**src/rtl/snake_pkg.sv**
```systemverilog
// Definitions shared by the game-logic frame producer and the LED matrix scanner:
// matrix geometry, pixel polarity and the row-major frame bit index.
package snake_pkg;
  localparam int   MATRIX_DIM = 8;
  localparam logic LED_ON     = 1'b0;
  localparam logic LED_OFF    = 1'b1;

  function automatic int idx(input int r, input int c);
    return MATRIX_DIM * r + c;
  endfunction
endpackage

```
**src/rtl/led_matrix_scan_if.sv**
```systemverilog
// Frame/control bundle between the game logic (master) and the LED matrix scanner (slave).
interface led_matrix_scan_if;
  import snake_pkg::*;

  logic [MATRIX_DIM*MATRIX_DIM-1:0] frame;
  logic                             freeze;
  logic [3:0]                       brightness;
  logic [MATRIX_DIM-1:0]            row_en;
  logic [MATRIX_DIM-1:0]            col_n;
  logic                             frame_start;

  modport master (output frame, freeze, brightness, input  row_en, col_n, frame_start);
  modport slave  (input  frame, freeze, brightness, output row_en, col_n, frame_start);
endinterface

```
**src/rtl/led_matrix_scan_timer.sv**
```systemverilog
// Row dwell timing: cnt/row scan counters, per-row brightness sample and the PWM phase.
module scan_timer #(
  parameter int ROW_CYCLES   = 5000,
  parameter int BLANK_CYCLES = 50
) (
  input  logic       system_clk,
  input  logic       rst,
  input  logic [3:0] brightness,
  output logic [2:0] row,
  output logic       blank,
  output logic       pwm_on,
  output logic       boundary
);
  localparam logic [15:0] CNT_LAST   = 16'(ROW_CYCLES - 1);
  localparam logic [15:0] BLANK_END  = 16'(BLANK_CYCLES);
  localparam logic [15:0] BRL_SAMPLE = 16'(BLANK_CYCLES - 1);

  logic [15:0] cnt;
  logic [3:0]  pwm;
  logic [3:0]  brl;

  always_ff @(posedge system_clk or posedge rst) begin
    if (rst) begin
      cnt <= '0;
      row <= '0;
      pwm <= '0;
      brl <= '0;
    end else begin
      if (cnt == CNT_LAST) begin
        cnt <= '0;
        row <= row + 3'd1;
      end else begin
        cnt <= cnt + 16'd1;
      end
      // Last blank cycle: freeze brightness for the coming on-window and zero pwm
      // so that pwm reads 0 on the first on cycle.
      if (cnt == BRL_SAMPLE) begin
        pwm <= '0;
        brl <= brightness;
      end else if (!blank) begin
        pwm <= pwm + 4'd1;
      end
    end
  end

  assign blank    = (cnt < BLANK_END);
  assign pwm_on   = !blank && (pwm <= brl);
  assign boundary = (row == 3'd0) && (cnt == 16'd0);
endmodule

```
**src/rtl/led_matrix_scan.sv**
```systemverilog
// Row-multiplexed 8x8 LED driver: tear-free shadow frame loaded at frame boundaries,
// per-row blanking and 16-level PWM, all outputs registered.
module led_matrix_scan
  import snake_pkg::*;
#(
  parameter int ROW_CYCLES     = 5000,
  parameter int BLANK_CYCLES   = 50,
  // Clearing this relaxes the check to the bare counting limits, for short-dwell sims.
  parameter bit FULL_PWM_CHECK = 1'b1
) (
  input  logic            system_clk,
  input  logic            rst,
  led_matrix_scan_if.slave bus
);
  localparam logic [MATRIX_DIM-1:0] ROW0_EN = MATRIX_DIM'(1);
  localparam logic [MATRIX_DIM-1:0] ALL_OFF = {MATRIX_DIM{LED_OFF}};

  localparam bit BASIC_OK = (ROW_CYCLES >= 2) && (ROW_CYCLES <= 65535) &&
                            (BLANK_CYCLES >= 1) && (BLANK_CYCLES < ROW_CYCLES);
  localparam bit FULL_OK  = (ROW_CYCLES >= 32) && (BLANK_CYCLES <= ROW_CYCLES - 17);

  if (!BASIC_OK || (FULL_PWM_CHECK && !FULL_OK)) begin : g_bad_params
    $error("led_matrix_scan: illegal ROW_CYCLES=%0d / BLANK_CYCLES=%0d", ROW_CYCLES, BLANK_CYCLES);
  end

  logic [2:0] row;
  logic       blank;
  logic       pwm_on;
  logic       boundary;

  logic [MATRIX_DIM*MATRIX_DIM-1:0] shadow;

  scan_timer #(
    .ROW_CYCLES  (ROW_CYCLES),
    .BLANK_CYCLES(BLANK_CYCLES)
  ) u_timer (
    .system_clk(system_clk),
    .rst       (rst),
    .brightness(bus.brightness),
    .row       (row),
    .blank     (blank),
    .pwm_on    (pwm_on),
    .boundary  (boundary)
  );

  always_ff @(posedge system_clk or posedge rst) begin
    if (rst) begin
      shadow          <= '1;
      bus.row_en      <= '0;
      bus.col_n       <= ALL_OFF;
      bus.frame_start <= 1'b0;
    end else begin
      if (boundary && !bus.freeze)
        shadow <= bus.frame;
      bus.frame_start <= boundary;
      if (blank) begin
        bus.row_en <= '0;
        bus.col_n  <= ALL_OFF;
      end else begin
        bus.row_en <= ROW0_EN << row;
        bus.col_n  <= pwm_on ? shadow[idx(int'(row), 0) +: MATRIX_DIM] : ALL_OFF;
      end
    end
  end
endmodule
```
**src/flat_wrapper.sv**
```systemverilog
// flat-port wrapper written by rule: the top's interface ports become plain ports
module led_matrix_scan_flat import snake_pkg::*;
#(
  parameter int ROW_CYCLES     = 5000,
  parameter int BLANK_CYCLES   = 50,
                                                                                       
  parameter bit FULL_PWM_CHECK = 1'b1
)
  (system_clk, rst, bus_frame, bus_freeze, bus_brightness, bus_row_en, bus_col_n, bus_frame_start);
  led_matrix_scan_if bus_i ();
  input  logic system_clk;
  input  logic rst;
  input wire logic [$bits(bus_i.frame)-1:0] bus_frame;
  input wire logic [$bits(bus_i.freeze)-1:0] bus_freeze;
  input wire logic [$bits(bus_i.brightness)-1:0] bus_brightness;
  output wire logic [$bits(bus_i.row_en)-1:0] bus_row_en;
  output wire logic [$bits(bus_i.col_n)-1:0] bus_col_n;
  output wire logic [$bits(bus_i.frame_start)-1:0] bus_frame_start;
  assign bus_i.frame = bus_frame;
  assign bus_i.freeze = bus_freeze;
  assign bus_i.brightness = bus_brightness;
  assign bus_row_en = bus_i.row_en;
  assign bus_col_n = bus_i.col_n;
  assign bus_frame_start = bus_i.frame_start;
  led_matrix_scan #(.ROW_CYCLES(ROW_CYCLES), .BLANK_CYCLES(BLANK_CYCLES), .FULL_PWM_CHECK(FULL_PWM_CHECK)) u_core (.system_clk(system_clk), .rst(rst), .bus(bus_i));
endmodule
```
**config.mk**
```make
export PLATFORM = sky130hd
export DESIGN_NAME = led_matrix_scan_flat
export DESIGN_NICKNAME = d
export VERILOG_FILES = /design/src/rtl/snake_pkg.sv /design/src/rtl/led_matrix_scan_if.sv /design/src/rtl/led_matrix_scan_timer.sv /design/src/rtl/led_matrix_scan.sv /design/src/flat_wrapper.sv
export SDC_FILE = /design/constraint.sdc
export NUM_CORES = 1
export LEC_CHECK = 0
export CORE_MARGIN = 2
export CORE_UTILIZATION = 30
export DETAILED_ROUTE_END_ITERATION = 8
export PLACE_DENSITY_LB_ADDON = 0.2
export SYNTH_ARGS = -nofsm -noshare
export SYNTH_HDL_FRONTEND = slang
export SYNTH_HIERARCHICAL = 1
export SYNTH_SLANG_ARGS = --single-unit
```
**constraint.sdc**
```tcl
create_clock -name system_clk -period 6.6 [get_ports system_clk]
set_clock_uncertainty 0.05 [all_clocks]
set_input_delay 1.32 -clock system_clk [delete_from_list [all_inputs] [get_ports system_clk]]
set_output_delay 1.32 -clock system_clk [all_outputs]
set_load 0.1 [all_outputs]
```
## Word-level counts from Yosys, hierarchy flattened

Cells that the tools add are included.

| word-level totals | value |
|---|---|
| bits in registers | 108 |
| output and inout port bits | 17 |
| logic and storage cells | 31 |

| cells by class | value |
|---|---|
| shifts and indexed selects | 2 |
| muxes and demuxes | 6 |
| equality and inequality tests | 3 |
| reductions and logical operators | 7 |
| add/sub/neg operators | 3 |
| $lt $le $gt $ge | 2 |

Operator list:

| cell | count |
|---|---|
| $shiftx 64x7->8 | 1 |
| $mux 8 | 3 |
| $add 16x1->16 const B | 1 |
| $eq 16x13->1 const B | 1 |
| $eq 16x6->1 const B | 1 |
| $logic_not 16->1 | 1 |
| $lt 16x6->1 const B | 1 |
| $mux 16 | 1 |
| $mux 4 | 2 |
| $shl 1x3->8 const A | 1 |
| $add 4x1->4 const B | 1 |
| $le 4x4->1 | 1 |
| $add 3x1->3 const B | 1 |
| $logic_and 1x1->1 | 3 |
| $logic_not 3->1 | 1 |
| $logic_not 1->1 | 2 |
| $ne 2x1->1 const B | 1 |

## Depth between registers and ports, before layout

| depth | value |
|---|---|
| depth after elaboration | 5 |
| depth in mapped cells | 9 |

## By module

The synthesis kept the hierarchy.

Modules (own cells, without submodules):

| module | area an instance (µm²) | instances | cells an instance |
|---|---|---|---|
| led_matrix_scan | 3,611.0 | 1 | 231 |
| scan_timer | 1,456.4 | 1 | 138 |

## Worst setup path after synthesis

OpenSTA, ideal clock, no wires.

| timing path | value |
|---|---|
| path type | register -> output |
| from | register u_core.bus.frame_start |
| to | output port bus_frame_start |
| buffers on the path | 0 |
| cell stages (with the launch flop) | 1 |
| required time | 5.230 ns |
| arrival | 0.883 ns |
| slack | 4.347 ns |
| cell sequence | dfrtp_1 |

RTL lines:

| element | line | text |
|---|---|---|
| from (decl) | led_matrix_scan_if.sv:13 | `modport slave (input frame, freeze, brightness, output row_en, col_n, frame_start);` |
| from (signal assigned) | led_matrix_scan.sv:55 | `bus.frame_start <= boundary;` |
| to (decl) | flat_wrapper.sv:18 | `output wire logic [$bits(bus_i.frame_start)-1:0] bus_frame_start;` |

No word-level cell between the ends.

## Worst setup path in the final report

| timing path | value |
|---|---|
| from | register u_core.bus.col_n[2] |
| to | output port bus_col_n[2] |

RTL lines:

| element | line | text |
|---|---|---|
| from (decl) | led_matrix_scan_if.sv:13 |  |
| from (signal assigned) | led_matrix_scan.sv:61 | `bus.col_n <= pwm_on ? shadow[idx(int'(row), 0) +: MATRIX_DIM] : ALL_OFF;` |
| to (decl) | flat_wrapper.sv:17 | `output wire logic [$bits(bus_i.col_n)-1:0] bus_col_n;` |

No word-level cell between the ends.

==> impl_metrics.env <==
export IMPL_status="finished, final reports clean"
export IMPL_relSlewSlack=0.287
export IMPL_setup_violations_final=0
export IMPL_grt_ovfl_total=0
export IMPL_chipWidth_um=134
export IMPL_vias_per_cell=4.57
export IMPL_slowest_delay_ns=1.16
export IMPL_grt_use_total=0.129
export IMPL_routed_wirelength_um=10900
export IMPL_p_total_mw=1.31
export IMPL_io_pins=88
export IMPL_dieArea_mm2=0.0179
export IMPL_drive_above_1_share=0.396
export IMPL_worst_setup_path_start_kind="flop"
export IMPL_yosysUniqueCellTypes=35
export IMPL_clock_latency_ns=0.35
export IMPL_cts_buffer_depth=2
export IMPL_min_path_cells=1
export IMPL_min_to="u_core/u_timer/cnt[15]"
export IMPL_dpl_cell_area_mm2=0.00607
export IMPL_cts_root_buf="clkbuf_16"
export IMPL_dp_hpwl_um=7530
export IMPL_cts_hold_buf=0
export IMPL_post_route_period_util=0.514
export IMPL_tns_ns=0
export IMPL_fillers=1570
export IMPL_nets=534
export IMPL_netlist_instances=369
export IMPL_synth_seq_area_share=0.551
export IMPL_ys_ff_latch=108
export IMPL_io_buffers=87
export IMPL_synth_avg_cell_area_um2=13.7
export IMPL_die_y_um=134
export IMPL_cp_slowest_cell="clkdlybuf4s50_1"
export IMPL_synth_net_count=450
export IMPL_crit_path_end_kind="output port"
export IMPL_slew_violations=0
export IMPL_cts_tree="done"
export IMPL_crit_path_max_fanout=1
export IMPL_fin_area_mm2=0.00635
export IMPL_grt_antenna_before_repair=0
export IMPL_rows=47
export IMPL_grt_pass1_vias=3430
export IMPL_antenna_left=0
export IMPL_area_growth_pct=25.4
export IMPL_postCtsResizedCells=0
export IMPL_power_density_mw_per_mm2=206
export IMPL_antennaDiodeCount=0
export IMPL_grt_max_degree=82
export IMPL_vias=3093
export IMPL_netlist_area_mm2=0.00507
export IMPL_gp_congestion=0.775
export IMPL_final_cells=677
export IMPL_grt_pass1_wl_um=17900
export IMPL_ir_worst_vdd_v=0.000115
export IMPL_rsz0062_at_grt="no"
export IMPL_critPathArrivalTime_ns=2.02
export IMPL_drc=0
export IMPL_ys_warn_count=6
export IMPL_crit_family="buffers and inverters"
export IMPL_cp_required_ns=5.23
export IMPL_hold_viol=0
export IMPL_first_pass_iters=4
export IMPL_place_inst=662
export IMPL_critPathKind="flop to output port"
export IMPL_htree_levels=3
export IMPL_critPathBufInv=1
export IMPL_clk_pin_slew_ns=0.07
export IMPL_first_iter_violations=100
export IMPL_post_drt_wl_per_cell_um=16.1
export IMPL_multi_input_area_mm2=0.00206
export IMPL_hp_class="flop to flop"
export IMPL_worst_r2r_setup_slack_ns=3.68
export IMPL_max_cap_violations=0
export IMPL_whs_ns=0.457
export IMPL_cts_sinks=108
export IMPL_fmax_mhz=295
export IMPL_core_area_mm2=0.0165
export IMPL_start_util=0.307
export IMPL_r2r_start="u_core/u_timer/row[1]"
export IMPL_regArea_mm2=0.00279
export IMPL_worst_pin_slew_ns=1.07
export IMPL_worstHoldStart="u_core/u_timer/cnt[15]"
export IMPL_reg2reg_depth=8
export IMPL_cts_buffers=9
export IMPL_cts_setup_buffers=0
export IMPL_r2r_end="u_core/shadow[42]"
export IMPL_leakagePower_nw=2.55
export IMPL_crit_chain="clkdlybuf4s50_1"
export IMPL_min_period_ns=3.39
==> final cells by class <==
type                    count  area share
inverters                  14     0.00847
repair buffers             90       0.141
multi-input cells         230       0.324
well taps                 220      0.0433
flip-flops and latches    108       0.440
clock buffers              12      0.0406
clock inverters             3     0.00354
==> synth_stat cells (all sizes together) <==
master	number	area share
and3	1	0.0012
or4b	1	0.0027
o2111a	1	0.0022
dfstp	72	0.37
mux2i	17	0.034
and2b	1	0.0015
xor2	6	0.010
nand2b	3	0.0037
inv	14	0.010
o22ai	8	0.011
nand3	8	0.0079
ha	10	0.025
or4	1	0.0015
nand2	10	0.0074
or3	2	0.0025
nor2b	3	0.0037
a21oi	5	0.0049
o21ai	11	0.011
nor3	8	0.0079
a22o	8	0.014
buf	17	0.034
mux2	85	0.20
xnor2	11	0.019
nor4	8	0.019
nor2	17	0.013
nand4	5	0.0062
dfrtp	36	0.18
==> registers in the layout, summed over array words and instances (netlist names) <==
register and cells:
u_core/bus.row_en 8, u_core/shadow 64, u_core/u_timer/row 3, u_core/bus.col_n 8, u_core/u_timer/cnt 16, u_core/u_timer/brl 4, u_core/bus.frame_start 1, u_core/u_timer/pwm 4
==> cells in the final DEF, fill, tap and decap left out <==
cell type,netlist,layout
clkdlybuf4s50_1,0,87
mux2_2,75,75
dfstp_2,72,72
dfrtp_1,36,35
nor2_1,17,17
mux2i_1,17,17
inv_1,14,13
xnor2_1,11,11
clkbuf_16,0,10
nand2_1,10,10
mux2_4,10,10
ha_1,10,10
nor3_1,8,8
a22o_1,8,8
o21ai_1,8,8
nand3_1,8,8
o22ai_1,7,7
xor2_1,6,6
nor4_1,5,5
nand4_1,5,5
a21oi_1,5,5
nand2b_1,3,3
buf_4,1,3
nor4_4,3,3
o21ai_0,3,3
clkbuf_1,0,2
clkinv_4,0,2
clkinv_2,0,2
nor2b_1,3,2
or3_1,2,2
nor2b_4,0,1
o22ai_2,1,1
or4b_4,1,1
and3_1,1,1
and2b_1,1,1
or4_1,1,1
o2111a_1,1,1
dfrtp_2,0,1
==> how the worst max path moves through the flow <==
stage                         from                      to  slack, ns  cells past startpoint
6_report       u_core/bus.col_n[2]            bus_col_n[2]       3.21                      1
3_3_place_gp            bus_freeze       u_core/shadow[53]       3.50                      4
4_1_cts        u_core/bus.col_n[3]            bus_col_n[3]       3.19                      1
2_1_floorplan                  rst  u_core/bus.frame_start       3.27                      1
5_1_grt        u_core/bus.col_n[2]            bus_col_n[2]       3.15                      1
3_5_place_dp            bus_freeze       u_core/shadow[62]       3.45                      4
==> layer usage <==
metal	up-vias	track usage	part of all wire
met3	10	0.0333	0.043
met4	0	0.0420	0.014
li1	1473	-	-
met1	1551	0.161	0.45
met2	59	0.218	0.49
met5	-	0	0
==> where the power goes <==
group	switching, mW	internal [mW]	leakage, nW	total, mW
combinational	0.0310	0.0605	1.17	0.0915
sequential	0.00954	0.698	1.24	0.707
clock	0.234	0.278	0.138	0.512
total	0.274	1.04	2.55	1.31
==> per-stage QoR <==
| step | utilization | worst slack (ns) |
|---|---|---|
| 3_5_place_dp | 0.368 | 3.45 |
| 6_report | 0.384 | 3.21 |
| 3_3_place_gp | 0.368 | 3.50 |
| 2_1_floorplan | - | 3.27 |
| 4_1_cts | 0.384 | 3.19 |
| 5_1_grt | 0.384 | 3.15 |
==> cells by family after synthesis <==
kind of cell | Yosys count | share of synthesized area
compound gates | 33 | 0.0430
buf+inv | 31 | 0.0444
mux | 102 | 0.230
xor+xnor | 17 | 0.0294
fa+ha+maj | 10 | 0.0247
simple gates | 68 | 0.0775
flops | 108 | 0.551
Note: power is estimated with default switching activity, not from simulation.
